[src/rtl/btn_pkg.sv]
// Shared state encoding and counter-width helper for the button debouncer.
package btn_pkg;

  // Per-channel debounce FSM states.
  typedef enum logic [1:0] {
    StReleased    = 2'd0,
    StPressWait   = 2'd1,
    StPressed     = 2'd2,
    StReleaseWait = 2'd3
  } btn_state_e;

  // Bits needed to hold values 0..max_val (at least one bit).
  function automatic int unsigned cnt_width(input int unsigned max_val);
    return (max_val < 1) ? 1 : $clog2(max_val + 1);
  endfunction

endpackage

[src/rtl/debounce_channel.sv]
// One button channel: polarity, 2-FF synchroniser, debounce FSM, hold/repeat timer.
module debounce_channel
  import btn_pkg::*;
#(
  parameter int unsigned DEBOUNCE_CYCLES = 20,
  parameter int unsigned HOLD_CYCLES     = 1000,
  parameter int unsigned REPEAT_CYCLES   = 0,
  parameter bit          ACTIVE_LOW      = 1'b0
) (
  input  logic clk,
  input  logic reset_n,
  input  logic sample_en,
  input  logic button_in,
  output logic btn_state,
  output logic press_pulse,
  output logic release_pulse,
  output logic long_pulse
);

  localparam int unsigned DW = cnt_width(DEBOUNCE_CYCLES);
  localparam int unsigned HW = cnt_width(HOLD_CYCLES + REPEAT_CYCLES);

  localparam logic [DW-1:0] DcntCommit = DW'(DEBOUNCE_CYCLES);
  localparam logic [HW-1:0] HoldVal    = HW'(HOLD_CYCLES);
  localparam logic [HW-1:0] RepeatVal  = HW'(HOLD_CYCLES + REPEAT_CYCLES);

  logic [1:0]    sync_q;
  logic          s;
  btn_state_e    state_q, state_d;
  logic [DW-1:0] dcnt_q, dcnt_d, dcnt_inc;
  logic [HW-1:0] hcnt_q, hcnt_d, hcnt_inc;
  logic          hold_sat, hold_hit, repeat_hit;
  logic          btn_q, btn_d;
  logic          press_q, press_d;
  logic          release_q, release_d;
  logic          long_q, long_d;

  // Polarity first so the synchroniser always carries "1 = pressed"; runs every clk.
  always_ff @(posedge clk or negedge reset_n) begin
    if (!reset_n) begin
      sync_q <= 2'b00;
    end else begin
      sync_q <= {sync_q[0], button_in ^ ACTIVE_LOW};
    end
  end

  assign s = sync_q[1];

  // FSM state, counters and registered outputs.
  always_ff @(posedge clk or negedge reset_n) begin
    if (!reset_n) begin
      state_q   <= StReleased;
      dcnt_q    <= '0;
      hcnt_q    <= '0;
      btn_q     <= 1'b0;
      press_q   <= 1'b0;
      release_q <= 1'b0;
      long_q    <= 1'b0;
    end else begin
      state_q   <= state_d;
      dcnt_q    <= dcnt_d;
      hcnt_q    <= hcnt_d;
      btn_q     <= btn_d;
      press_q   <= press_d;
      release_q <= release_d;
      long_q    <= long_d;
    end
  end

  // Hold timer decode: saturate without repeat, otherwise fold back to HOLD on each repeat.
  always_comb begin
    dcnt_inc   = dcnt_q + 1'b1;
    hcnt_inc   = hcnt_q + 1'b1;
    hold_sat   = (REPEAT_CYCLES == 0) && (hcnt_q == HoldVal);
    hold_hit   = !hold_sat && (hcnt_inc == HoldVal);
    repeat_hit = (REPEAT_CYCLES > 0) && (hcnt_inc == RepeatVal);
  end

  // Next-state and counter update; everything advances only on enabled samples.
  always_comb begin
    state_d = state_q;
    dcnt_d  = dcnt_q;
    hcnt_d  = hcnt_q;
    if (sample_en) begin
      unique case (state_q)
        StReleased: begin
          if (s) begin
            if (DEBOUNCE_CYCLES == 1) begin
              state_d = StPressed;
              dcnt_d  = '0;
              hcnt_d  = '0;
            end else begin
              state_d = StPressWait;
              dcnt_d  = DW'(1);
            end
          end
        end
        StPressWait: begin
          if (!s) begin
            state_d = StReleased;
            dcnt_d  = '0;
          end else if (dcnt_inc == DcntCommit) begin
            state_d = StPressed;
            dcnt_d  = '0;
            hcnt_d  = '0;
          end else begin
            dcnt_d = dcnt_inc;
          end
        end
        StPressed: begin
          if (s) begin
            if (repeat_hit) begin
              hcnt_d = HoldVal;
            end else if (!hold_sat) begin
              hcnt_d = hcnt_inc;
            end
          end else if (DEBOUNCE_CYCLES == 1) begin
            state_d = StReleased;
            hcnt_d  = '0;
          end else begin
            state_d = StReleaseWait;
            dcnt_d  = DW'(1);
          end
        end
        StReleaseWait: begin
          // Hold timer stays frozen so a bounce does not restart it.
          if (s) begin
            state_d = StPressed;
            dcnt_d  = '0;
          end else if (dcnt_inc == DcntCommit) begin
            state_d = StReleased;
            dcnt_d  = '0;
            hcnt_d  = '0;
          end else begin
            dcnt_d = dcnt_inc;
          end
        end
        default: begin
          state_d = StReleased;
          dcnt_d  = '0;
          hcnt_d  = '0;
        end
      endcase
    end
  end

  // Output decode from the transition being taken; pulses last one clk by construction.
  always_comb begin
    btn_d     = (state_d == StPressed) || (state_d == StReleaseWait);
    press_d   = (state_d == StPressed) &&
                ((state_q == StReleased) || (state_q == StPressWait));
    release_d = (state_d == StReleased) &&
                ((state_q == StPressed) || (state_q == StReleaseWait));
    long_d    = sample_en && (state_q == StPressed) && s && (hold_hit || repeat_hit);
  end

  assign btn_state     = btn_q;
  assign press_pulse   = press_q;
  assign release_pulse = release_q;
  assign long_pulse    = long_q;

endmodule

[src/rtl/button_debouncer_multi.sv]
// N-channel button debouncer: one independent debounce_channel per button pin.
module button_debouncer_multi
  import btn_pkg::*;
#(
  parameter int unsigned       NUM_CH          = 4,
  parameter int unsigned       DEBOUNCE_CYCLES = 20,
  parameter int unsigned       HOLD_CYCLES     = 1000,
  parameter int unsigned       REPEAT_CYCLES   = 0,
  parameter logic [NUM_CH-1:0] ACTIVE_LOW      = '0
) (
  input  logic              clk,
  input  logic              reset_n,
  input  logic              sample_en,
  input  logic [NUM_CH-1:0] button_in,
  output logic [NUM_CH-1:0] btn_state,
  output logic [NUM_CH-1:0] press_pulse,
  output logic [NUM_CH-1:0] release_pulse,
  output logic [NUM_CH-1:0] long_pulse
);

  for (genvar i = 0; i < NUM_CH; i++) begin : g_ch
    debounce_channel #(
      .DEBOUNCE_CYCLES(DEBOUNCE_CYCLES),
      .HOLD_CYCLES    (HOLD_CYCLES),
      .REPEAT_CYCLES  (REPEAT_CYCLES),
      .ACTIVE_LOW     (ACTIVE_LOW[i])
    ) u_ch (
      .clk          (clk),
      .reset_n      (reset_n),
      .sample_en    (sample_en),
      .button_in    (button_in[i]),
      .btn_state    (btn_state[i]),
      .press_pulse  (press_pulse[i]),
      .release_pulse(release_pulse[i]),
      .long_pulse   (long_pulse[i])
    );
  end

endmodule
[config.mk]
export PLATFORM = sky130hd
export DESIGN_NAME = button_debouncer_multi
export DESIGN_NICKNAME = d
export VERILOG_FILES = /design/src/rtl/btn_pkg.sv /design/src/rtl/debounce_channel.sv /design/src/rtl/button_debouncer_multi.sv
export SDC_FILE = /design/constraint.sdc
export NUM_CORES = 1
export LEC_CHECK = 0
export ABC_AREA = 0
export BUFFER_PORTS_ARGS = -buffer_cell sky130_fd_sc_hd__buf_2
export CORE_MARGIN = 2
export CORE_UTILIZATION = 35
export CTS_CLUSTER_SIZE = 28
export DETAILED_ROUTE_END_ITERATION = 8
export PLACE_DENSITY_LB_ADDON = 0.08
export SYNTH_ARGS = -nofsm -noshare
export SYNTH_HDL_FRONTEND = slang
export SYNTH_SLANG_ARGS = --single-unit
[constraint.sdc]
create_clock -name clk -period 2.05 [get_ports clk]
set_clock_uncertainty 0.2 [all_clocks]
set_input_delay 0.41 -clock clk [delete_from_list [all_inputs] [get_ports clk]]
set_output_delay 0.41 -clock clk [all_outputs]
set_load 0.03 [all_outputs]
# ---- Word level (Yosys, flattened, before mapping)
# Index checks and enable logic that the tools add are counted.
dict set report totals {
  regBits 92
  output_inout_bits 16
  elab_cells 236
}
dict set report classes {
  n_addsub 8
  eq_ne 56
  muxes 80
  n_reduce_logical 60
}
# cell count
set ops {}
lappend ops {{$mux 10} 20}
lappend ops {{$pmux 10 s3} 4}
lappend ops {{$mux 5} 20}
lappend ops {{$eq 10x10->1 const B} 8}
lappend ops {{$pmux 5 s4} 4}
lappend ops {{$mux 2} 28}
lappend ops {{$add 10x1->10 const B} 4}
lappend ops {{$eq 2x2->1 const B} 16}
lappend ops {{$pmux 2 s4} 4}
lappend ops {{$logic_and 1x1->1} 24}
lappend ops {{$ne 2x1->1 const B} 12}
lappend ops {{$ne 2x2->1 const B} 12}
lappend ops {{$reduce_and 6->1} 4}
lappend ops {{$add 5x1->5 const B} 4}
lappend ops {{$eq 5x5->1 const B} 4}
lappend ops {{$logic_not 2->1} 8}
lappend ops {{$logic_or 1x1->1} 12}
lappend ops {{$reduce_and 3->1} 4}
lappend ops {{$reduce_bool 3->1} 4}
lappend ops {{$eq 2x1->1 const B} 4}
lappend ops {{$logic_not 1->1} 4}

# ---- Longest topological paths before layout
dict set report logic_depth {
  depth_word 8
  depth_mapped 8
  depth_no_buf 7
}

# ---- Cells and area by module
# A second synthesis with hierarchy kept.
dict set report hier_totals {
  cells_unflattened 542
  area_unflattened_um2 5418.9
}
# mod n_inst cells_per_inst area_per_inst_um2 seq_area_each_um2
set modules_own_cells {}
lappend modules_own_cells {{debounce_channel at g_ch[0].u_ch ...} 3 137 1363.8 575.6}
lappend modules_own_cells {{debounce_channel at g_ch[3].u_ch} 1 131 1327.5 575.6}

# ---- Worst setup path before layout
# No wires, ideal clock.
dict set report synth_path {
  kind {register -> register}
  from {reg g_ch[0].u_ch.hcnt_q[0]}
  to {reg g_ch[0].u_ch.long_q}
  arrival_ns 1.513
  required_ns 1.721
  slack_ns 0.208
  stages_incl_launch_ff 7
  path_buffers 0
  cell_sequence {dfrtp_1 > ha_1 > and4_1 > and3b_1 > a31o_2 > a32oi_1 > nor4_2}
}
dict set report synth_between {
  elab_chain_cells 4
}
# item line_no
set synth_lines {}
lappend synth_lines {{start: declaration} debounce_channel.sv:31} ;# logic [HW-1:0] hcnt_q, hcnt_d, hcnt_inc;
lappend synth_lines {{start signal: assignment} debounce_channel.sv:62} ;# hcnt_q <= hcnt_d;
lappend synth_lines {{$add 10x1->10 or $eq 10x10->1 (tied branches)} {debounce_channel.sv:73, debounce_channel.sv:74}}
lappend synth_lines {{$eq 10x10->1 or $logic_not 1->1 (tied branches)} debounce_channel.sv:75} ;# hold_hit = !hold_sat && (hcnt_inc == HoldVal);
lappend synth_lines {{$logic_and 1x1->1 *} debounce_channel.sv:75}
lappend synth_lines {{$logic_and 1x1->1 *} debounce_channel.sv:154} ;# long_d = sample_en && (state_q == StPressed) && s && (hold_hit || repeat_hit);
lappend synth_lines {{net g_ch[0].u_ch.long_d} debounce_channel.sv:36} ;# logic long_q, long_d;
lappend synth_lines {{end signal: assignment} debounce_channel.sv:66} ;# long_q <= long_d;
lappend synth_lines {{end: declaration} debounce_channel.sv:36}
# The timed path passes the listed nets; every way through them passes the cells marked *.
# A chain may end at the register's enable or synchronous reset.

# ---- Worst setup path in the final report
dict set report layout_path {
  from {reg g_ch[1].u_ch.hcnt_q[0]}
  to {reg g_ch[1].u_ch.long_q}
}
dict set report layout_between {
  elab_chain_cells 4
}
# item line_no
set layout_lines {}
lappend layout_lines {{start: declaration} debounce_channel.sv:31}
lappend layout_lines {{start signal: assignment} debounce_channel.sv:62}
lappend layout_lines {{$add 10x1->10 or $eq 10x10->1 (tied branches)} {debounce_channel.sv:73, debounce_channel.sv:74}}
lappend layout_lines {{$eq 10x10->1 or $logic_not 1->1 (tied branches)} debounce_channel.sv:75}
lappend layout_lines {{$logic_and 1x1->1 *} debounce_channel.sv:75}
lappend layout_lines {{$logic_and 1x1->1 *} debounce_channel.sv:154}
lappend layout_lines {{net g_ch[1].u_ch.long_d} debounce_channel.sv:36}
lappend layout_lines {{end signal: assignment} debounce_channel.sv:66}
lappend layout_lines {{end: declaration} debounce_channel.sv:36}
# Marked as above.

==> run metrics <==
Synth Area in Adders=3.98%; sequential fraction of the synthesis area=around 46%; max-slew violation count=0; initial antenna violation count=0; Overall Global Routing Usage=between 10% and 20%; Hold Fails Final Rpt=0; PD cells=714 mW/mm^2; # diodes=0; Initial Util=a little over a third; Routed Antenna Nets=0; H-tree levels=3; largest area contributor in the netlist=dfrtp_1; CP Max Fanout=4; Mapped Cells=between 500 and 600; CTS tree=built; CP Cell Sequence=inv_1 > ha_1 > nand4b_1 > buf_4 > o31ai_4 > clkdlybuf4s15_2 > buf_4 > a2111oi_2; synth cell count leaders=92 x dfrtp_1, 54 x o21ai_0, 52 x nand2_1; Hold Crit Class=reg2reg; largest family of logic cells by synthesized area=simple AND/OR/NAND/NOR gates; RePlAce Congestion=around 0.75; I/O Buffers=22; Synth Cell Area=0.00503 mm^2; hold slack=~0.15 ns; clock tree sinks=just over 90; DRC violations left=0; Vias=between 3,000 and 4,000; status=complete, no violations; ys flop type=dfrtp_1; fin util=a little over two fifths; most frequent CP cell=buf_4; Mapped Nets=around 550; CP top delay family=buffers and inverters; total grt overflow=0; most common cell in the synthesized netlist=dfrtp_1; CP startpoint kind=flop; pre-CTS setup slack=about 0.096 ns; layout cells sized above 1=20.1%; worst rel slew slack=between 60% and 70%; die footprint=between 0.015 and 0.02 mm^2; wire per inst=13.6 um; asr flop ratio synth=100%; CTS buffer count=9; static leakage=~0.0026 uW; die height=124 um; WP buf/inv=4; Worst Setup Path Type=reg2reg; vias in the first global route=around 3,700; Warnings, synthesis=0; vias per cell=roughly 5.2; Final Setup Violations=0; complex-gate fraction of the synthesized area=around 20%; setup ws final=around 0.037 ns; MaxCap Viol Count=0; critical path data arrival time=slightly above 2 ns; Max clock buf depth=2; largest net degree at the start of global routing=93; DPL Wire Length=approximately 6700 um; Synth-to-Final Area Change=17.2%; Synth top area share=45.7%; Yosys cell types=68; FILL cells=1,364; Nets=just under 600; worst slew pin tran=slightly above 0.5 ns; Yosys reg bits=92; crit path time final=approximately 2.0 ns; Required @ worst endpoint=~2.1 ns; setup total negative slack=0 ns; clk slew on worst S/H paths=0.07 ns; largest cells by area after synthesis=dfrtp_1 46%, o21ai_0 5.4%, ha_1 4.0%; die width=around 120 um; number of synthesized flops with an enable pin=0; CP endpoint kind=flop; Worst-Skew Late Latency=between 0.3 and 0.4 ns; Avg Cell Area, Syn=just under 10 um^2; period utilization=98.2%; Ports=23; DRT iter0 DRCs=roughly 280; area of the core=between 0.01 and 0.015 mm^2; Slowest Stage Delay on Critical Path=between 0.3 and 0.4 ns; drt total wl=just over 10,000 um; CTS Root Cell=clkbuf_16; fmax=approximately 500 MHz; Slowest cell on crit path=dfrtp_1; Synth Area in XOR/XNOR=under 10%; post-synthesis mux area share=1.79%; first-pass GRT wire length=between 15,000 and 20,000 um; peak supply drop=about 0.0004 V; Synth Area in Simple Gates=20.2%; DR pass1 iterations=4; Row Count=between 40 and 50
[stage by stage]
stage | instance area, um^2 | total power [uW] | instances
5_1_grt | 5900 | 4400 | 748
3_3_place_gp | 5360 | 2150 | 719
4_1_cts | 5790 | 4280 | 740
2_1_floorplan | 5030 | 2060 | 524
6_report | 5900 | 4210 | 748
3_5_place_dp | 5360 | 2160 | 719
[placed cells by master, fill, tap and decap left out, types with 15 or more instances in the layout]
| master | n |
|---|---|
| nor2_1 | 26 |
| buf_4 | 33 |
| dfrtp_1 | 89 |
| ha_1 | 15 |
| a21oi_1 | 18 |
| nand3_1 | 27 |
| buf_2 | 21 |
| inv_1 | 23 |
| o21ai_0 | 54 |
| nand2_1 | 52 |
| o21ai_1 | 22 |
[worst register-to-register path: cells and delay by family, from the launching register on]
kind / cells / cell delay [ns]
adder cells (fa/ha/maj): 1 / 0.20
flip-flops: 1 / 0.38
AND/OR/NAND/NOR: 1 / 0.13
AO/OA/AOI/OAI: 2 / 0.39
buffers and inverters: 4 / 0.61
[sequential cells by signal (all words and copies together) (netlist names)]
signal / count
g_ch.u_ch.hcnt_q: 40
g_ch.u_ch.dcnt_q: 20
g_ch.u_ch.state_q: 8
g_ch.u_ch.sync_q: 8
g_ch.u_ch.btn_state: 4
g_ch.u_ch.long_pulse: 4
g_ch.u_ch.press_pulse: 4
g_ch.u_ch.release_pulse: 4
[routing by layer]
metal	vias to the layer above	GRT usage (%)	part of all wire (%)
met1	1891	19.6	49
met2	52	22.5	46
met4	0	6.74	2.0
li1	1955	-	-
met3	13	2.29	2.8
met5	-	0	0
[what timing repair did]
item / in CTS / in global routing
setup endpoints to repair: 0 / 21
gates resized for setup: 0 / 11
buffers inserted: 0 / 5
hold endpoints to repair: 96 / 0
hold buffers: 5 / 0
[path summary, 6_finish.rpt]
check | start | to | slack [ns] | cells after the start
setup / recovery | g_ch[1].u_ch.hcnt_q[0]$_DFFE_PN0P_ | g_ch[1].u_ch.long_pulse$_DFF_PN0_ | 0.04 | 8
hold / removal | g_ch[2].u_ch.sync_q[0]$_DFF_PN0_ | g_ch[2].u_ch.sync_q[1]$_DFF_PN0_ | 0.15 | 0
setup reg to reg | g_ch[1].u_ch.hcnt_q[0]$_DFFE_PN0P_ | g_ch[1].u_ch.long_pulse$_DFF_PN0_ | 0.04 | 8
hold reg to reg | g_ch[2].u_ch.sync_q[0]$_DFF_PN0_ | g_ch[2].u_ch.sync_q[1]$_DFF_PN0_ | 0.15 | 0
max in group asynchronous | reset_n | g_ch[1].u_ch.hcnt_q[1]$_DFFE_PN0P_ | 0.79 | 3
min in group asynchronous | reset_n | g_ch[0].u_ch.hcnt_q[0]$_DFFE_PN0P_ | 0.43 | 3
[final cells by class]
| cell class | instances | area, um^2 | share of cell area [%] |
|---|---|---|---|
| multi-input combinational | 375 | 2460 | 41.7 |
| sequential | 92 | 2310 | 39.1 |
| timing repair buffer | 62 | 445 | 7.55 |
| clock buffer | 10 | 239 | 4.05 |
| tap | 180 | 225 | 3.82 |
| clock inverter | 6 | 135 | 2.29 |
| inverter | 23 | 86.3 | 1.46 |
[logic make-up (layout without fill, tap and decap cells)]
family / after synthesis / in the layout
compound gates: 155 / 157
xor+xnor: 12 / 12
fa+ha+maj: 16 / 16
buf+inv: 59 / 101
flops: 92 / 92
mux: 8 / 8
simple gates: 182 / 182
[where the power goes]
group	switching (uW)	internal [uW]
Combinational	121	81.5
Sequential	56.5	1870
Clock	738	1350
Total	916	3300
No activity file was read; power rests on OpenSTA's default activity.
